`config.mk`:
```
export PLATFORM = sky130hd
export DESIGN_NAME = fifo_uart_tx
export DESIGN_NICKNAME = d
export VERILOG_FILES = /design/src/rtl/uart_tx_pkg.sv /design/src/rtl/uart_baud_cnt.sv /design/src/rtl/fifo_uart_tx.sv
export SDC_FILE = /design/constraint.sdc
export NUM_CORES = 1
export LEC_CHECK = 0
export CAP_MARGIN = 5
export CORE_ASPECT_RATIO = 0.8
export CORE_MARGIN = 2
export CORE_UTILIZATION = 53
export CTS_BUF_LIST = sky130_fd_sc_hd__clkbuf_4
export CTS_CLUSTER_DIAMETER = 150
export DETAILED_ROUTE_END_ITERATION = 10
export GPL_TIMING_DRIVEN = 0
export PLACE_DENSITY = 0.75
export SYNTH_ARGS = -nofsm -noshare
export SYNTH_HDL_FRONTEND = slang
export SYNTH_SLANG_ARGS = --single-unit
```
`constraint.sdc`:
```
create_clock -name clk -period 2.2 [get_ports clk]
set_input_delay 0.55 -clock clk [delete_from_list [all_inputs] [get_ports clk]]
set_output_delay 0.55 -clock clk [all_outputs]
set_load 0.005 [all_outputs]
```
`src/rtl/uart_tx_pkg.sv`:
```
// Shared definitions for the FIFO-draining UART transmitter.
//   tx_state_e      : transmitter FSM states (PARITY only used when
//                     UART_TX_PARITY_EN is defined)
//   ASCII_CR/LF     : line terminators written by the polling controller
//   CLK_FREQ_DEF    : default system clock frequency in Hz
//   BAUD_DEF        : default line rate in bit/s
package uart_tx_pkg;

  typedef enum logic [2:0] {
    IDLE    = 3'd0,
    RD_REQ  = 3'd1,
    RD_WAIT = 3'd2,
    START   = 3'd3,
    DATA    = 3'd4,
    PARITY  = 3'd5,
    STOP    = 3'd6
  } tx_state_e;

  localparam logic [7:0] ASCII_CR = 8'h0d;
  localparam logic [7:0] ASCII_LF = 8'h0a;

  localparam int unsigned CLK_FREQ_DEF = 50_000_000;
  localparam int unsigned BAUD_DEF     = 115_200;

endpackage

```
`src/rtl/uart_baud_cnt.sv`:
```
// Bit-period counter for the UART transmitter.
// Counts 0..DIV-1 while enabled and wraps; clear forces it back to 0.
// Ports:
//   clk      : system clock
//   reset    : synchronous, active-high reset
//   clear    : return count to 0 (state entry)
//   enable   : advance the count
//   tick     : last cycle of the current bit period
//   tick_pre : second-to-last cycle of the bit period, lets the parent
//              register a pulse that lines up with the last cycle
module uart_baud_cnt #(
  parameter int unsigned DIV = 434
) (
  input  logic clk,
  input  logic reset,
  input  logic clear,
  input  logic enable,
  output logic tick,
  output logic tick_pre
);

  localparam int unsigned CW = (DIV > 2) ? $clog2(DIV) : 1;
  localparam logic [CW-1:0] LAST = CW'(DIV - 1);
  localparam logic [CW-1:0] PRE  = CW'(DIV - 2);

  logic [CW-1:0] count;

  always_ff @(posedge clk) begin
    if (reset) begin
      count <= '0;
    end else if (clear) begin
      count <= '0;
    end else if (enable) begin
      count <= (count == LAST) ? '0 : count + 1'b1;
    end
  end

  assign tick     = enable && (count == LAST);
  assign tick_pre = enable && (count == PRE);

endmodule

```
`src/rtl/fifo_uart_tx.sv`:
```
// Reader end of the AD sample FIFO: pops one byte at a time (normal,
// non-show-ahead FIFO, q valid the cycle after rdreq) and sends it as an
// LSB-first UART frame on txd. Optional even parity bit when the macro
// UART_TX_PARITY_EN is defined (8E1, 11-bit frame); otherwise 8N1.
// Ports:
//   clk       : system clock
//   reset     : synchronous, active-high reset
//   empty     : FIFO empty flag
//   q         : FIFO read data
//   rdreq     : FIFO read request, one-cycle pulse per byte
//   txd       : UART serial output, idles high
//   busy      : high whenever the FSM is not in IDLE
//   byte_done : pulse on the last cycle of each stop bit
//   line_done : byte_done for a 0x0a byte
//
// state   | meaning
// --------+-----------------------------------------------
// IDLE    | line high, waiting for empty=0
// RD_REQ  | rdreq asserted for this single cycle
// RD_WAIT | q now valid, latch it into shift/tx_byte
// START   | start bit (0) for BAUD_DIV cycles
// DATA    | 8 data bits LSB first, BAUD_DIV cycles each
// PARITY  | even parity bit (parity build only)
// STOP    | stop bit (1), byte_done on its last cycle
module fifo_uart_tx
  import uart_tx_pkg::*;
#(
  parameter int unsigned CLK_FREQ = CLK_FREQ_DEF,
  parameter int unsigned BAUD     = BAUD_DEF,
  parameter int unsigned BAUD_DIV = CLK_FREQ / BAUD
) (
  input  logic       clk,
  input  logic       reset,
  input  logic       empty,
  input  logic [7:0] q,
  output logic       rdreq,
  output logic       txd,
  output logic       busy,
  output logic       byte_done,
  output logic       line_done
);

  tx_state_e  state, state_nx;
  logic [2:0] bit_cnt, bit_cnt_nx;
  logic [7:0] shift, shift_nx;
  logic [7:0] tx_byte, tx_byte_nx;
  logic       txd_nx;
  logic       tick, tick_pre;
  logic       cnt_clear, cnt_enable;

  // Every state change restarts the bit period from zero.
  assign cnt_clear = (state_nx != state);

  always_comb begin
    cnt_enable = 1'b0;
    case (state)
      START, DATA, STOP: cnt_enable = 1'b1;
`ifdef UART_TX_PARITY_EN
      PARITY:            cnt_enable = 1'b1;
`endif
      default:           cnt_enable = 1'b0;
    endcase
  end

  uart_baud_cnt #(
    .DIV (BAUD_DIV)
  ) u_baud_cnt (
    .clk      (clk),
    .reset    (reset),
    .clear    (cnt_clear),
    .enable   (cnt_enable),
    .tick     (tick),
    .tick_pre (tick_pre)
  );

  always_comb begin
    state_nx   = state;
    bit_cnt_nx = bit_cnt;
    shift_nx   = shift;
    tx_byte_nx = tx_byte;
    case (state)
      IDLE: begin
        if (!empty) state_nx = RD_REQ;
      end
      RD_REQ: begin
        state_nx = RD_WAIT;
      end
      RD_WAIT: begin
        shift_nx   = q;
        tx_byte_nx = q;
        state_nx   = START;
      end
      START: begin
        if (tick) begin
          state_nx   = DATA;
          bit_cnt_nx = 3'd0;
        end
      end
      DATA: begin
        if (tick) begin
          shift_nx = {1'b0, shift[7:1]};
          if (bit_cnt == 3'd7) begin
`ifdef UART_TX_PARITY_EN
            state_nx = PARITY;
`else
            state_nx = STOP;
`endif
          end else begin
            bit_cnt_nx = bit_cnt + 3'd1;
          end
        end
      end
`ifdef UART_TX_PARITY_EN
      PARITY: begin
        if (tick) state_nx = STOP;
      end
`endif
      STOP: begin
        if (tick) state_nx = IDLE;
      end
      default: begin
        state_nx = IDLE;
      end
    endcase
  end

  // txd is registered, so it is derived from the values the FSM is about
  // to enter rather than the current ones.
  always_comb begin
    txd_nx = 1'b1;
    case (state_nx)
      START:   txd_nx = 1'b0;
      DATA:    txd_nx = shift_nx[0];
`ifdef UART_TX_PARITY_EN
      PARITY:  txd_nx = ^tx_byte_nx;
`endif
      default: txd_nx = 1'b1;
    endcase
  end

  always_ff @(posedge clk) begin
    if (reset) begin
      state     <= IDLE;
      bit_cnt   <= 3'd0;
      shift     <= 8'h00;
      tx_byte   <= 8'h00;
      txd       <= 1'b1;
      rdreq     <= 1'b0;
      busy      <= 1'b0;
      byte_done <= 1'b0;
      line_done <= 1'b0;
    end else begin
      state     <= state_nx;
      bit_cnt   <= bit_cnt_nx;
      shift     <= shift_nx;
      tx_byte   <= tx_byte_nx;
      txd       <= txd_nx;
      rdreq     <= (state_nx == RD_REQ);
      busy      <= (state_nx != IDLE);
      // tick_pre one cycle early makes the registered pulse land on the
      // final cycle of the stop bit.
      byte_done <= (state == STOP) && tick_pre;
      line_done <= (state == STOP) && tick_pre && (tx_byte == ASCII_LF);
    end
  end

endmodule
```
# Word level (Yosys, flattened, before mapping)
# Cells that the tools add are included.
# op_classes
add_sub_neg	2
n_eq_ne	16
n_mux	15
reduce_logical	12
# op_table
op	n
$mux 3	8
$eq 9x9->1 const B	2
$pmux 3 s6	1
$pmux 8 s2	1
$eq 3x3->1 const B	4
$add 9x1->9 const B	1
$eq 3x2->1 const B	3
$mux 9	1
$eq 8x4->1 const B	1
$mux 8	1
$eq 3x1->1 const B	2
$ne 2x2->1 const B	3
$pmux 3 s2	1
$logic_and 1x1->1	4
$reduce_and 4->1	1
$reduce_bool 2->1	2
$add 3x1->3 const B	1
$logic_not 3->1	1
$ne 3x3->1	1
$reduce_bool 3->1	1
$reduce_or 3->1	1
$pmux 1 s2	1
$reduce_and 2->1	1
$reduce_or 2->1	1
$mux 1	1
# word_totals
ff_bits	36
input_bits	11
out_inout_bits	5

# Logic depth before layout (Yosys ltp)
# Gate-level depths: netlist of run 1.
# logic_depth
word_depth	8
ltp_mapped	8

# By module
# From an unflattened synthesis of run 1, not the netlist that was laid out.
# hier_totals
hier_cells	192
hier_area_um2	1677.9
# by_module_without_submodules
mod	n_inst	cells_per_inst	area_each_um2	seq_area_each_um2
fifo_uart_tx	1	140	1213.7	540.5
uart_baud_cnt	1	52	464.2	180.2

# Least setup slack after synthesis of run 1
# No wires, ideal clock.
# synth_path
path_kind	reg-to-reg
start	register u_baud_cnt.count[2]
end	register shift[6]
arrival_time_ns	1.436
setup_slack_ns	0.625
path_stages_with_launch	7
path_buffers	1
synth_period_minus_slack_ns	1.575
path_cell_list	dfxtp_1 > nor4b_4 > and3_4 > buf_4 > nand3b_1 > o22ai_1 > a221oi_1
# synth_between
elab_chain_cells	4
# synth_lines
element	line	source
start: declaration	uart_baud_cnt.sv:26	logic [CW-1:0] count;
start signal: assignment	uart_baud_cnt.sv:34	count <= (count == LAST) ? '0 : count + 1'b1;
$eq 9x9->1	uart_baud_cnt.sv:38	assign tick = enable && (count == LAST);
$logic_and 1x1->1	uart_baud_cnt.sv:38	
$ne 2x2->1 (no line)	-	
$reduce_and 2->1 (no line)	-	
end signal: assignment	fifo_uart_tx.sv:155	shift <= shift_nx;
end: declaration	fifo_uart_tx.sv:45	logic [7:0] shift, shift_nx;
# Every way passes these cells.
# A chain may end at the register's enable or synchronous reset.

# Worst setup path in the final report of run 1
# layout_path
start	register u_baud_cnt.count[2]
end	register shift[4]
# The elaborated chain is that of the path after synthesis.

==> results.yml, run 1 <==
cts:
  cts_buffer_depth: 2
  cts.sinks: 36
  ctsHoldBuffers: 0
  post_cts_resized: 0
  htree_levels: 2
  clkTransAtPathRegs_ps: 110
  worstSkewPairLatency_ps: 350
  cts_setup_buffers: 0
  tritoncts: "built"
  cts_root_buffer: "clkbuf_4"
  cts_made_buffers: 5
pwr:
  ir_drop_v: 0.000525
  switching_share_pct: 25.0
  p_seq_share_pct: 53.7
  combPwrFrac_pct: 11.4
  cellPowerDensity_nw_per_um2: 655
  p_total_mw: 1.30
  p_leak_nw: 0.710
  power_switching_mw: 0.325
  p_clk_share_pct: 34.9
  p_int_mw: 0.973
layout:
  finalInstanceArea_sq_um: 1980
  syn2layout_area_growth_pct: 15.5
  fillCellCount: 271
  final_cells: 262
  layout.nets: 237
  antenna_cells: 0
  layout-drive-gt1-share_pct: 9.91
synth:
  yosys.area.top_type: "dfxtp_1"
  synth_top_area_share_pct: 42.0
  postSynthAreaPerCell_sq_um: 8.58
  synthCells: 200
  ys_top_cells_by_area: "dfxtp_1 (42%), nand2_1 (6.6%), a21oi_1 (6.1%)"
  syn_area_sq_um: 1720
  ys_types: 45
  ys_ff_latch: 36
  syn_nets: 216
  yosysSeqAreaShare_pct: 42.0
  ys.warnings.count: 0
critical_path:
  worstPathArrival_ps: 2180
  r2r-end: "shift[4]"
  r2r_start: "u_baud_cnt.count[2]"
  path_max_fanout: 10
  end_kind: "register"
  critPathLaunchType: "register"
  cp_data_required_time_ps: 2410
  critPathKind: "register to register"
  r2r_slack_ps: 230
  rr_worst_depth: 6
hold_path:
  hold_depth: 2
  min_to: "tx_byte[3]"
  hp-start: "tx_byte[3]"
  hold_path.class: "register to register"
timing:
  setup_viol: 0
  rsz0062_at_grt: "false"
  min_period_ps: 1970
  slew_viol_final: 0
  relSlewSlack_pct: 64.9
  final.setup_skew_ps: 13.9
  fin_setup_tns_ps: 0
  min_period_over_period_pct: 89.5
  fmax_mhz: 508
  hold_viol_final: 0
  worst_pin_slew_ps: 527
  fin_ws_ps: 230
floorplan:
  core_area_sq_um: 3090
  rows: 18
  die_x_um: 67.6
  die_h_um: 54.9
  ioPinCount: 16
  dieArea_sq_um: 3710
  start_util_pct: 55.6
outcome:
  status: "finished, final reports clean"
detailed_routing:
  drc: 0
  viasPerCell: 5.88
  final_antenna_net_count: 0
  wl_um: 3920
  wl_per_cell_um: 15.0
  drt_iter0_markers: 97
  vias: 1540
  drtPass1Iterations: 4
global_route:
  grt_usage_pct: 23.6
  antenna_found_initial: 0
  grt_max_degree: 12
  grt_pass1_vias: 1335
  overflow: 0
  grt_pass1_wl_um: 6290
placement:
  preCtsSetupSlack_ps: 139
  port_buffers: 14
  place_hpwl_um: 2960
  dp.cells: 254
  placed_area_sq_um: 1910
  place_congestion: 0.805
run:
  max_cap_viol_count: 0
power by group through the flow:
stage | Clock [mW] | Combinational, mW | Sequential [mW]
2_1_floorplan | 0 | 0.0931 | 0.708
3_3_place_gp | 0 | 0.141 | 0.709
3_5_place_dp | 0 | 0.146 | 0.712
4_1_cts | 0.459 | 0.147 | 0.696
5_1_grt | 0.489 | 0.162 | 0.700
6_report | 0.453 | 0.148 | 0.697
stage by stage:
stage          hold WS (ps)  utilization (%)
2_1_floorplan           431                -
5_1_grt                 488             64.2
4_1_cts                 462             64.2
3_3_place_gp            443             61.8
6_report                460             64.2
3_5_place_dp            447             61.8
layout by cell type, fill, tap and decap left out, types with 3 or more instances in the layout:
master	n
a21oi_1	21
a221oi_1	6
and3_1	5
buf_2	3
clkbuf_1	4
clkbuf_4	5
clkdlybuf4s50_1	14
dfxtp_1	36
ha_1	5
inv_1	10
nand2_1	30
nand3b_1	3
nand4_1	3
nor2_1	15
nor2b_1	3
nor3_1	4
o21bai_1	3
o22ai_1	6
xor2_1	4
routing by layer:
metal / track usage (%) / vias to the layer above / wire, um
met3: 5.56 / 4 / 208
met1: 32.0 / 729 / 1860
met2: 36.9 / 46 / 1830
met4: 8.16 / 0 / 23
li1: - / 761 / -
met5: 0 / - / 0
worst max-delay path, cell delays in order, from the launching register on:
cell and delay (ps):
dfxtp_1 390, nor4b_4 420, and3_4 260, buf_4 180, nand3b_1 220, o22ai_1 240, a221oi_1 110
cell type report:
class / instances / area, sq um / share of cell area (%)
buffer: 9 / 48.8 / 2.46
inverter: 11 / 41.3 / 2.08
clock inverter: 3 / 37.5 / 1.90
timing repair buffer: 14 / 140 / 7.08
sequential: 36 / 721 / 36.4
tap: 40 / 50.0 / 2.53
multi-input combinational: 144 / 905 / 45.7
clock buffer: 5 / 37.5 / 1.90
cell families after synthesis:
family | share of synthesized area [%]
AO/OA/AOI/OAI | 21.2
XOR/XNOR | 2.55
adder cells (fa/ha/maj) | 4.23
buffers and inverters | 5.25
flip-flops | 42.0
multiplexers | 0.584
AND/OR/NAND/NOR | 24.2
synth_stat cells, drive strengths merged:
library cell and n:
o2111ai 2, inv 11, a32o 1, nor2 17
a31oi 2, nor4 2, clkbuf 4, a22oi 2
nand2b 2, xor2 4, o21bai 3, nand3b 3
a221oi 6, o21ai 3, a211oi 3, a21oi 23
maj3 1, and3 6, a311oi 2, ha 5
dfxtp 36, nand3 2, a31o 1, nor4b 2
xnor2 1, nor4bb 1, o22ai 6, nand4 3
and2 1, buf 5, mux2i 1, nor3 4
or3b 1, nor3b 1, nor2b 3, nand2 30
registers in the layout, summed over array words and instances, names as in the netlist, 3 cells and up:
signal            flops
u_baud_cnt.count      9
shift                 8
tx_byte               8
bit_cnt               3
state                 3
how the worst max path moves through the flow:
stage                        startpoint                   to  cells past startpoint
floorplan           u_baud_cnt.count[2]             shift[6]                      6
global placement                  empty  u_baud_cnt.count[4]                      6
detailed placement                empty  u_baud_cnt.count[4]                      6
CTS                 u_baud_cnt.count[2]             shift[4]                      6
global route        u_baud_cnt.count[2]             shift[4]                      6
finish              u_baud_cnt.count[2]             shift[4]                      6
(Power assumes the default switching activity.)
==> run 2: changes to the inputs <==
--- a/config.mk
+++ b/config.mk
@@ -13,6 +13,7 @@
 export CTS_CLUSTER_DIAMETER = 150
 export DETAILED_ROUTE_END_ITERATION = 10
 export GPL_TIMING_DRIVEN = 0
+export HOLD_SLACK_MARGIN = 0.12
 export PLACE_DENSITY = 0.75
 export SYNTH_ARGS = -nofsm -noshare
 export SYNTH_HDL_FRONTEND = slang
==> results of run 2 <==
The final DEF is identical to that of run 1; final timing and power are the same.
